`src/rtl/alu_cmd_ctrl.sv`:
```
// Command framer between a UART byte stream and an ALU: parses CC (load+run) and
// DD (rerun with new function) frames, pulses one ALU execute, returns the result LSB first.
module alu_cmd_ctrl #(
    parameter int WIDTH   = 16,
    parameter int TIMEOUT = 1000
) (
    input  logic             clk,
    input  logic             rst,
    input  logic [7:0]       rx_data,
    input  logic             rx_valid,
    output logic [WIDTH-1:0] alu_a,
    output logic [WIDTH-1:0] alu_b,
    output logic [3:0]       alu_fun,
    output logic             alu_en,
    input  logic [WIDTH-1:0] alu_out,
    input  logic             alu_valid,
    output logic [7:0]       tx_data,
    output logic             tx_valid,
    input  logic             tx_busy,
    output logic             frame_err
);

    localparam int CNT_W = (TIMEOUT > 1) ? $clog2(TIMEOUT) : 1;
    localparam logic [7:0] CMD_LOAD   = 8'hCC;
    localparam logic [7:0] CMD_REPEAT = 8'hDD;

    // Error result: every byte 0xEE, truncated to WIDTH
    localparam int NB = WIDTH / 8 + 1;
    localparam logic [8*NB-1:0]  EE_WIDE = {NB{8'hEE}};
    localparam logic [WIDTH-1:0] RES_ERR = EE_WIDE[WIDTH-1:0];

    typedef enum logic [2:0] {
        IDLE,
        GET_A,
        GET_B,
        GET_FUN,
        EXEC,
        CAPTURE,
        SEND_LO,
        SEND_HI
    } state_t;

    state_t           state;
    state_t           state_nxt;
    logic             err_nxt;
    logic [CNT_W-1:0] cnt;
    logic             in_get;
    logic             timeout;

    logic [7:0]       a_stage;
    logic [7:0]       b_stage;
    logic             cc_frame;
    logic [7:0]       op_a;
    logic [7:0]       op_b;
    logic [3:0]       fun;
    logic             alu_ok;
    logic [WIDTH-1:0] res;

    logic [WIDTH+15:0] res_ext;
    logic              unused_res_hi;

    assign in_get  = (state == GET_A) || (state == GET_B) || (state == GET_FUN);
    assign timeout = (cnt == CNT_W'(TIMEOUT - 1));

    // Only the low 16 result bits go out on the wire; narrower results are zero-padded
    assign res_ext       = {16'h0000, res};
    assign unused_res_hi = |res_ext[WIDTH+15:16];

    assign alu_a   = WIDTH'(op_a);
    assign alu_b   = WIDTH'(op_b);
    assign alu_fun = fun;

    always_ff @(posedge clk or posedge rst) begin
        if (rst) begin
            state <= IDLE;
        end else begin
            state <= state_nxt;
        end
    end

    always_comb begin
        state_nxt = state;
        err_nxt   = 1'b0;
        case (state)
            IDLE: begin
                if (rx_valid) begin
                    if (rx_data == CMD_LOAD) begin
                        state_nxt = GET_A;
                    end else if (rx_data == CMD_REPEAT) begin
                        state_nxt = GET_FUN;
                    end else begin
                        err_nxt = 1'b1;
                    end
                end
            end
            GET_A, GET_B, GET_FUN: begin
                // A byte arriving in the expiry cycle still counts
                if (rx_valid) begin
                    if (state == GET_A) begin
                        state_nxt = GET_B;
                    end else if (state == GET_B) begin
                        state_nxt = GET_FUN;
                    end else begin
                        state_nxt = EXEC;
                    end
                end else if (timeout) begin
                    state_nxt = IDLE;
                    err_nxt   = 1'b1;
                end
            end
            EXEC:    state_nxt = CAPTURE;
            CAPTURE: state_nxt = SEND_LO;
            SEND_LO: begin
                if (!tx_busy) begin
                    state_nxt = SEND_HI;
                end
            end
            SEND_HI: begin
                if (!tx_busy) begin
                    state_nxt = IDLE;
                end
            end
            default: state_nxt = IDLE;
        endcase
    end

    always_comb begin
        alu_en   = 1'b0;
        tx_valid = 1'b0;
        tx_data  = 8'h00;
        case (state)
            EXEC: alu_en = 1'b1;
            SEND_LO: begin
                tx_valid = 1'b1;
                tx_data  = res_ext[7:0];
            end
            SEND_HI: begin
                tx_valid = 1'b1;
                tx_data  = res_ext[15:8];
            end
            default: ;
        endcase
    end

    always_ff @(posedge clk or posedge rst) begin
        if (rst) begin
            cnt       <= '0;
            frame_err <= 1'b0;
        end else begin
            frame_err <= err_nxt;
            if (in_get && !rx_valid && !timeout) begin
                cnt <= cnt + CNT_W'(1);
            end else begin
                cnt <= '0;
            end
        end
    end

    // Operands are staged and only committed once a CC frame completes,
    // so an aborted frame leaves the previous operands intact for DD reruns.
    always_ff @(posedge clk or posedge rst) begin
        if (rst) begin
            a_stage  <= 8'h00;
            b_stage  <= 8'h00;
            cc_frame <= 1'b0;
            op_a     <= 8'h00;
            op_b     <= 8'h00;
            fun      <= 4'h0;
            alu_ok   <= 1'b0;
            res      <= '0;
        end else begin
            case (state)
                IDLE: begin
                    if (rx_valid) begin
                        cc_frame <= (rx_data == CMD_LOAD);
                    end
                end
                GET_A: begin
                    if (rx_valid) begin
                        a_stage <= rx_data;
                    end
                end
                GET_B: begin
                    if (rx_valid) begin
                        b_stage <= rx_data;
                    end
                end
                GET_FUN: begin
                    if (rx_valid) begin
                        fun <= rx_data[3:0];
                        if (cc_frame) begin
                            op_a <= a_stage;
                            op_b <= b_stage;
                        end
                    end
                end
                EXEC:    alu_ok <= alu_valid;
                CAPTURE: res    <= alu_ok ? alu_out : RES_ERR;
                default: ;
            endcase
        end
    end

endmodule

```
`config.mk`:
```
export PLATFORM = sky130hd
export DESIGN_NAME = alu_cmd_ctrl
export DESIGN_NICKNAME = d
export VERILOG_FILES = /design/src/rtl/alu_cmd_ctrl.sv
export SDC_FILE = /design/constraint.sdc
export NUM_CORES = 1
export LEC_CHECK = 0
export ABC_CLOCK_PERIOD_IN_PS = 4100
export CAP_MARGIN = 20
export CORE_ASPECT_RATIO = 0.9
export CORE_MARGIN = 2
export CORE_UTILIZATION = 45
export DETAILED_ROUTE_END_ITERATION = 8
export PLACE_DENSITY = 0.75
export SLEW_MARGIN = 25
export SYNTH_ARGS = -nofsm -noshare
export SYNTH_HDL_FRONTEND = slang
export SYNTH_SLANG_ARGS = --single-unit
```
`constraint.sdc`:
```
create_clock -name clk -period 4.1 [get_ports clk]
set_clock_uncertainty 0.05 [all_clocks]
set_input_delay 0.82 -clock clk [delete_from_list [all_inputs] [get_ports clk]]
set_output_delay 0.82 -clock clk [all_outputs]
set_load 0.1 [all_outputs]
```
=== Word level (Yosys, flattened, before mapping) ===
Index checks and enable logic that the tools add are counted.

* Memory bits (read-only): 0
* Flip-flop bits (word level): 68
* RAM bits: 0
* Memories kept: 0
* Latch bits: 0
* Bits of input ports: 29

* Multiply operators: 0
* Eq/ne operators: 15
* Bitwise gates (word level): 0
* Reductions and logical operators: 15
* $lt $le $gt $ge: 0
* Div/mod/pow operators: 0
* Shift operators: 0
* $add $sub $neg: 1
* Multiplexer cells: 21

{| class="wikitable"
|+ Operator list
! kind !! count
|-
| 3-bit two-way mux || 9
|-
| 3-bit one-hot mux with 6 select lines || 1
|-
| 8-bit equality test (second input constant) || 2
|-
| 16-bit two-way mux || 1
|-
| 8-bit one-hot mux with 2 select lines || 1
|-
| 3-bit equality test (second input constant) || 4
|-
| 10-bit by 1-bit adder with 10-bit output (second input constant) || 1
|-
| 10-bit equality test (second input constant) || 1
|-
| 10-bit two-way mux || 1
|-
| 2-bit AND reduction || 4
|-
| 1-bit two-way mux || 7
|-
| 3-bit by 2-bit equality test with 1-bit output (second input constant) || 2
|-
| 2-bit != test (second input constant) || 3
|-
| 3-bit != test (second input constant) || 2
|-
| 5-bit AND reduction || 1
|-
| 3-bit by 1-bit equality test with 1-bit output (second input constant) || 1
|-
| 3-bit logical NOT || 1
|-
| 3-bit AND reduction || 1
|-
| 3-bit OR reduction || 1
|-
| 1-bit logical AND || 2
|-
| 1-bit logical NOT || 2
|-
| 1-bit logical OR || 2
|-
| 1-bit one-hot mux with 2 select lines || 1
|-
| 2-bit OR reduction || 1
|}

=== Longest topological paths before layout ===
Gate-level depths: netlist of run 1.

* Word-level depth: 6
* Depth in mapped cells: 6

=== Worst setup path before layout of run 1 ===
Ideal clock, no wire load.

* Path type: flip-flop to output port
* Start point: register state[0]
* End point: output port tx_data[0]
* Data arrival time: 2.268 ns
* Buffers on the path: 2
* Cell stages (with the launch flop): 5
* Slack: 0.962 ns
* Path through: dfrtp_1 -> buf_2 -> buf_1 -> mux2i_1 -> nor2_1

* Word-level cells in the longest chain between the ends: 2

{| class="wikitable"
|+ Ends and longest elaborated chain
! item !! line !! source
|-
| from (decl) || 43 || <nowiki>state_t state;</nowiki>
|-
| from (signal assigned) || 77 || <nowiki>state <= state_nxt;</nowiki>
|-
| 3-bit equality test || 131 || <nowiki>case (state)</nowiki>
|-
| 8-bit one-hot mux with 2 select lines * || 131 ||
|-
| to (decl) || 17 || <nowiki>output logic [7:0] tx_data,</nowiki>
|}

Mark *: on every way between the ends. The rest lies on a longest branch, timed or not.

=== Worst setup path after layout of run 1 ===
* Start point: register state[0]
* End point: output port alu_en

* Word-level cells in the longest chain between the ends: 2

{| class="wikitable"
|+ Ends and longest elaborated chain
! item !! line !! source
|-
| 3-bit equality test || 131 ||
|-
| 1-bit two-way mux || 131 ||
|-
| to (decl) || 14 || <nowiki>output logic alu_en,</nowiki>
|}

No other way between the ends.

==> impl_metrics.toml, run 1 <==
[pwr]
clock_power_share = 0.256
p_per_area_nw_per_um2 = 722
p_switching_uw = 1130
vdd_drop_max_uv = 513
power.share.sequential = 0.371
leakage_power_of_the_design_uw = 0.00181
internal_power_uw = 1730
switching_share_of_power = 0.396
combinationalPowerShare = 0.373

[setup_path]
cp-end-kind = "output port"
slowest_stage = "sky130_fd_sc_hd__dfrtp_1"
crit_fanout = 17
worst_ep_arrival_time_ns = 1.90
worst_r2r_setup_slack_ns = 1.70
critPathRequiredTime_ns = 3.23
buf_inv_on_cp = 1
critical-path-top-delay-family = "flip-flops"
kind_of_start_point_of_the_critical_path = "flip-flop"
timing_worst_setup_path_type = "flip-flop to output port"
cpPeakStageDelay_ns = 0.67
cp_cell_sequence = "nor2_1, and2_1, buf_4"

[yosys]
synth_top_cells_by_count = "sky130_fd_sc_hd__dfrtp_1 (68), sky130_fd_sc_hd__mux2_2 (34), sky130_fd_sc_hd__nand2_1 (31)"
synth_top_area_cell = "sky130_fd_sc_hd__dfrtp_1"
synth.cell_area_um2 = 3090
synthDominantCellAreaShare = 0.551
synth_top_cells_by_area = "sky130_fd_sc_hd__dfrtp_1 (55%), sky130_fd_sc_hd__mux2_2 (12%), sky130_fd_sc_hd__buf_4 (3.9%)"
seq_area_frac_synth = 0.551
synth_cell_type_count = 38
yosys.cell_count.top_type = "sky130_fd_sc_hd__dfrtp_1"
syn_inst = 268
syn_area_per_cell_um2 = 11.5
synth_seq_cells = 68
synth_edf_count = 0
asyncSetResetFlopFracSynth = 1.00
ys_warn_count = 0
dominantRegCellSynth = "sky130_fd_sc_hd__dfrtp_1"

[final_layout]
flow.area_growth_from_synthesis_pct = 28.4
antennaDiodeCount = 0
postLayoutCoreUtil = 0.598
nFillCells = 551
final_net_count = 361
final-instance-count-excl-fill = 426
fraction_of_layout_instances_using_a_drive_strength_above_1 = 0.205

[cts]
cts.htree.levels = 3
number_of_clock_sinks_seen_by_cts = 68
clockRootBuffer = "sky130_fd_sc_hd__clkbuf_8"
cts_tree = "done"
clock_latency_ns = 0.35
post_cts.repair.setup_buffers = 0
post_cts_resized = 0
cts-root-to-sink-buffers = 2
tritoncts.num_buffers = 9
cts_hold_buffers = 0
cts.clk_slew.worst_paths_ns = 0.07

[timing]
tightestPinTransition_ns = 1.02
grt_setup_unrepaired = "no"
timing.final.hold_violations = 0
finalSetupViolations = 0
worst_hold_slack_ns = 0.410
finalWorstPathRequiredPeriod_ns = 2.77
final-max-slew-violation-count = 0
timing.final.crit_share = 0.675
setup_tns_ns = 0
timing.slew.headroom = 0.318
timing.fmax_ghz = 0.361

[placement]
place.port_buffers = 59
dp_cells = 409
dpl.hpwl_um = 4120
routabilityCongestion = 0.801

[global_route]
pin_count_of_the_biggest_net_entering_global_routing = 55
antenna_violations_before_repair = 0
grt_usage = 0.170
gr-max-usage-layer = "met2"
grt_pass1_wl_um = 9600
gr-usage-met1 = 0.207
global_route.usage.met3 = 0.0690
grt_overflow = 0
grt_pass1_vias = 2009
grt_met2_usage = 0.270

[floorplanning]
start_util = 0.466
core_um2 = 6620
die_w_um = 91.3
die-area_um2 = 7540
io_pins = 76
floorplan.rows = 28
die_h_um = 82.6

[routing]
initial_detailed_routing_violation_count = 59
postRouteWirelength_um = 6000
antenna_violating_nets_post_route = 0
wire_per_inst_um = 14.1
post-route-drc-count = 0
detail_route.vias_per_cell = 4.85
firstDrtPassIters = 4
vias = 2066

[run_status]
status = "finished clean"

[run]
max_cap_violations = 0

[hold_path]
hold_class = "flip-flop to flip-flop"
## layer usage
layer / routed length [µm] / vias up
li1: - / 1003
met1: 2670 / 997
met2: 2890 / 58
met3: 350 / 8
met4: 89 / 0
met5: 0 / -
## final timing paths
path | startpoint | to | cells after the start
min in group asynchronous | rst | b_stage[7]$_DFFE_PP0P_ | 2
max in group asynchronous | rst | cnt[7]$_DFF_PP0_ | 3
hold / removal | cnt[0]$_DFF_PP0_ | cnt[0]$_DFF_PP0_ | 1
hold reg to reg | cnt[0]$_DFF_PP0_ | cnt[0]$_DFF_PP0_ | 1
setup reg to reg | state[0]$_DFFE_PP0P_ | op_b[0]$_DFFE_PP0P_ | 4
setup / recovery | state[0]$_DFFE_PP0P_ | alu_en | 3
## cell usage in the layout, fill, tap and decap left out, drive strengths merged, types with 2 or more instances in the layout
cell type	netlist	layout
dfrtp	68	68
clkdlybuf4s50	0	49
mux2	40	40
nand2	31	31
nor2	22	22
o21ai	16	16
conb	1	16
nor2b	13	13
buf	20	13
clkbuf	5	9
mux2i	8	8
nand3	5	5
xnor2	5	5
nor3	4	4
xor2	4	4
bufinv	0	4
inv	3	4
and2	3	3
clkinv	1	3
nor3b	2	2
## cell type report
| cell class | count | area (µm²) | share of cell area |
|---|---|---|---|
| timing repair buffer | 62 | 592 | 0.149 |
| clock inverter | 7 | 146 | 0.0369 |
| multi-input combinational | 186 | 1270 | 0.320 |
| clock buffer | 9 | 124 | 0.0313 |
| inverter | 4 | 17.5 | 0.00442 |
| tap | 90 | 113 | 0.0284 |
| sequential | 68 | 1700 | 0.429 |
## per-stage QoR
stage	setup WS (ns)	power, µW	cell area (µm²)
final	1.33	2860	3960
after CTS	1.30	2890	3950
after floorplan	0.962	1910	3140
after global routing	1.22	3010	3960
after global placement	1.16	2110	3680
after detailed placement	1.10	2140	3680
## worst reg2reg max path, stage by stage, from the launching register on
cell	delay, ns
sky130_fd_sc_hd__dfrtp_1	0.84
sky130_fd_sc_hd__nand2_1	0.15
sky130_fd_sc_hd__inv_1	0.11
sky130_fd_sc_hd__nand3_1	0.58
sky130_fd_sc_hd__mux2_1	0.55
## kinds of logic (layout without fill, tap and decap cells)
logic type | count (synthesis) | after routing | share of synthesized area
buf+inv | 29 | 82 | 0.0559
fa+ha+maj | 1 | 1 | 0.00405
flops | 68 | 68 | 0.551
mux | 48 | 48 | 0.172
compound gates | 22 | 22 | 0.0454
simple gates | 90 | 90 | 0.145
xor+xnor | 9 | 9 | 0.0255
other cells | 1 | 16 | 0.00121
## registers in the layout (all words and copies together), names as in the netlist
name	count
alu_fun	4
res	16
state	3
a_stage	8
alu_ok	1
frame_err	1
op_b	8
cnt	10
op_a	8
cc_frame	1
b_stage	8
## power by group through the flow
stage                     sequential, µW  clock, µW  combinational (µW)
after global placement              1070          0                1050
after floorplan                     1210          0                 698
final                               1060        733                1070
after detailed placement            1070          0                1070
after global routing                1100        778                1140
after CTS                           1060        746                1080
Power figures use the tool's default switching activity.
==> run 2, diff against run 1 <==
--- a/config.mk
+++ b/config.mk
@@ -5,7 +5,7 @@
 export SDC_FILE = /design/constraint.sdc
 export NUM_CORES = 1
 export LEC_CHECK = 0
-export ABC_CLOCK_PERIOD_IN_PS = 4100
+export ABC_CLOCK_PERIOD_IN_PS = 2600
 export CAP_MARGIN = 20
 export CORE_ASPECT_RATIO = 0.9
 export CORE_MARGIN = 2
==> constraint.sdc (replaced) <==
create_clock -name clk -period 2.6 [get_ports clk]
set_clock_uncertainty 0.05 [all_clocks]
set_input_delay 0.52 -clock clk [delete_from_list [all_inputs] [get_ports clk]]
set_output_delay 0.52 -clock clk [all_outputs]
set_load 0.1 [all_outputs]
==> impl_metrics.toml, run 2 (synthesis results as in run 1) <==
[cts]
clockRootBuffer = "sky130_fd_sc_hd__clkbuf_8"
post_cts_resized = 0
cts.htree.levels = 3
cts_hold_buffers = 0
post_cts.repair.setup_buffers = 0
cts.clk_slew.worst_paths_ns = 0.07
cts-root-to-sink-buffers = 2
clock_latency_ns = 0.34
tritoncts.num_buffers = 9
number_of_clock_sinks_seen_by_cts = 68
cts_tree = "done"

[pwr]
leakage_power_of_the_design_uw = 0.00186
combinationalPowerShare = 0.431
internal_power_uw = 2430
switching_share_of_power = 0.429
p_switching_uw = 1820
p_per_area_nw_per_um2 = 1060
power.share.sequential = 0.389
clock_power_share = 0.180
vdd_drop_max_uv = 595

[setup_path]
kind_of_start_point_of_the_critical_path = "flip-flop"
crit_fanout = 11
cp-end-kind = "output port"
worst_ep_arrival_time_ns = 1.71
timing_worst_setup_path_type = "flip-flop to output port"
critPathRequiredTime_ns = 2.03

[timing]
setup_tns_ns = 0
grt_setup_unrepaired = "no"
tightestPinTransition_ns = 0.501
timing.fmax_ghz = 0.439
final-max-slew-violation-count = 0
timing.final.hold_violations = 0
finalSetupViolations = 0
finalWorstPathRequiredPeriod_ns = 2.28
timing.final.crit_share = 0.876
timing.slew.headroom = 0.665

[routing]
antenna_violating_nets_post_route = 0
initial_detailed_routing_violation_count = 89
firstDrtPassIters = 4
post-route-drc-count = 0
wire_per_inst_um = 13.5
postRouteWirelength_um = 5830
detail_route.vias_per_cell = 4.80
vias = 2075

[floorplanning]
core_um2 = 6620
die-area_um2 = 7540
die_h_um = 82.6
die_w_um = 91.3
floorplan.rows = 28
start_util = 0.466
io_pins = 76

[global_route]
grt_usage = 0.171
antenna_violations_before_repair = 0
pin_count_of_the_biggest_net_entering_global_routing = 69
grt_overflow = 0
grt_pass1_wl_um = 9840
grt_pass1_vias = 2051

[hold_path]
hold_class = "flip-flop to flip-flop"

[final_layout]
largest_register = "res"
reg_top3 = "res: 16 flops, cnt: 10 flops"
top_library_cells_by_usage_in_the_layout_fill_and_taps_aside = "sky130_fd_sc_hd__dfrtp_1 (68), sky130_fd_sc_hd__mux2_2 (34), sky130_fd_sc_hd__nand2_1 (31)"
antennaDiodeCount = 0
fraction_of_layout_instances_using_a_drive_strength_above_1 = 0.304
mostFrequentLayoutCell = "sky130_fd_sc_hd__dfrtp_1"
flow.area_growth_from_synthesis_pct = 30.0
final_net_count = 367
postLayoutCoreUtil = 0.606
nFillCells = 538
largest_register_ffs = 16

[placement]
place.port_buffers = 59
routabilityCongestion = 0.752
dpl.hpwl_um = 4160

[run]
max_cap_violations = 0

[run_status]
status = "finished clean"
run 2: cell count changes in the layout (fill, tap and decap cells not counted), moves of 2 or more:
cell / change
sky130_fd_sc_hd__clkinv_2: +2
sky130_fd_sc_hd__clkdlybuf4s50_1: -21
sky130_fd_sc_hd__buf_12: +11
sky130_fd_sc_hd__clkinvlp_4: +2
sky130_fd_sc_hd__bufinv_16: -4
sky130_fd_sc_hd__nor2_2: +8
sky130_fd_sc_hd__buf_4: +17
sky130_fd_sc_hd__nor2_1: -8
run 2: critical path: stages (launching register included):
cell	delay, ns
sky130_fd_sc_hd__dfrtp_1	0.51
sky130_fd_sc_hd__nand2_1	0.38
sky130_fd_sc_hd__nor2_2	0.27
sky130_fd_sc_hd__buf_12	0.20
run 2: cell type report:
cell class	count	area, µm²	share of cell area
Clock buffer	9	124	0.0309
Timing Repair Buffer	68	718	0.179
Multi-Input combinational cell	186	1290	0.321
Clock inverter	7	51.3	0.0128
Inverter	4	15.0	0.00374
Tap cell	90	113	0.0281
Sequential cell	68	1700	0.424
run 2: layer usage:
metal / vias up / share of wire / track usage
met5: - / 0 / 0
met4: 0 / 0.015 / 0.0818
met3: 7 / 0.056 / 0.0590
met2: 46 / 0.50 / 0.277
met1: 1007 / 0.43 / 0.207
li1: 1015 / - / -
run 2: through the flow:
| step | std cells | total power [µW] | instance area (µm²) | hold slack (ns) | setup WS [ns] |
|---|---|---|---|---|---|
| after CTS | 432 | 4300 | 4010 | 0.427 | 0.309 |
| after global placement | 416 | 3470 | 3840 | 0.401 | 0.228 |
| after detailed placement | 416 | 3520 | 3840 | 0.406 | 0.178 |
| after floorplan | 283 | 3040 | 3160 | 0.383 | 0.205 |
| final | 432 | 4250 | 4010 | 0.422 | 0.323 |
| after global routing | 432 | 4500 | 4010 | 0.443 | 0.214 |
run 2: final timing paths:
check	end	from	slack (ns)	depth (start not counted)
min in group asynchronous	res[12]$_DFFE_PP0P_	rst	0.51	3
hold / removal	cnt[0]$_DFF_PP0_	cnt[0]$_DFF_PP0_	0.42	1
setup reg to reg	state[1]$_DFFE_PP0P_	cnt[3]$_DFF_PP0_	0.57	4
max in group asynchronous	cnt[8]$_DFF_PP0_	rst	1.70	3
hold reg to reg	cnt[0]$_DFF_PP0_	cnt[0]$_DFF_PP0_	0.42	1
setup / recovery	tx_data[6]	state[2]$_DFFE_PP0P_	0.32	3
run 2: power groups by stage:
stage / registers, µW / clock network [µW] / logic [µW]
2_1_floorplan: 1910 / 0 / 1130
3_3_place_gp: 1660 / 0 / 1810
3_5_place_dp: 1680 / 0 / 1840
4_1_cts: 1660 / 793 / 1850
5_1_grt: 1710 / 830 / 1960
6_report: 1650 / 767 / 1830
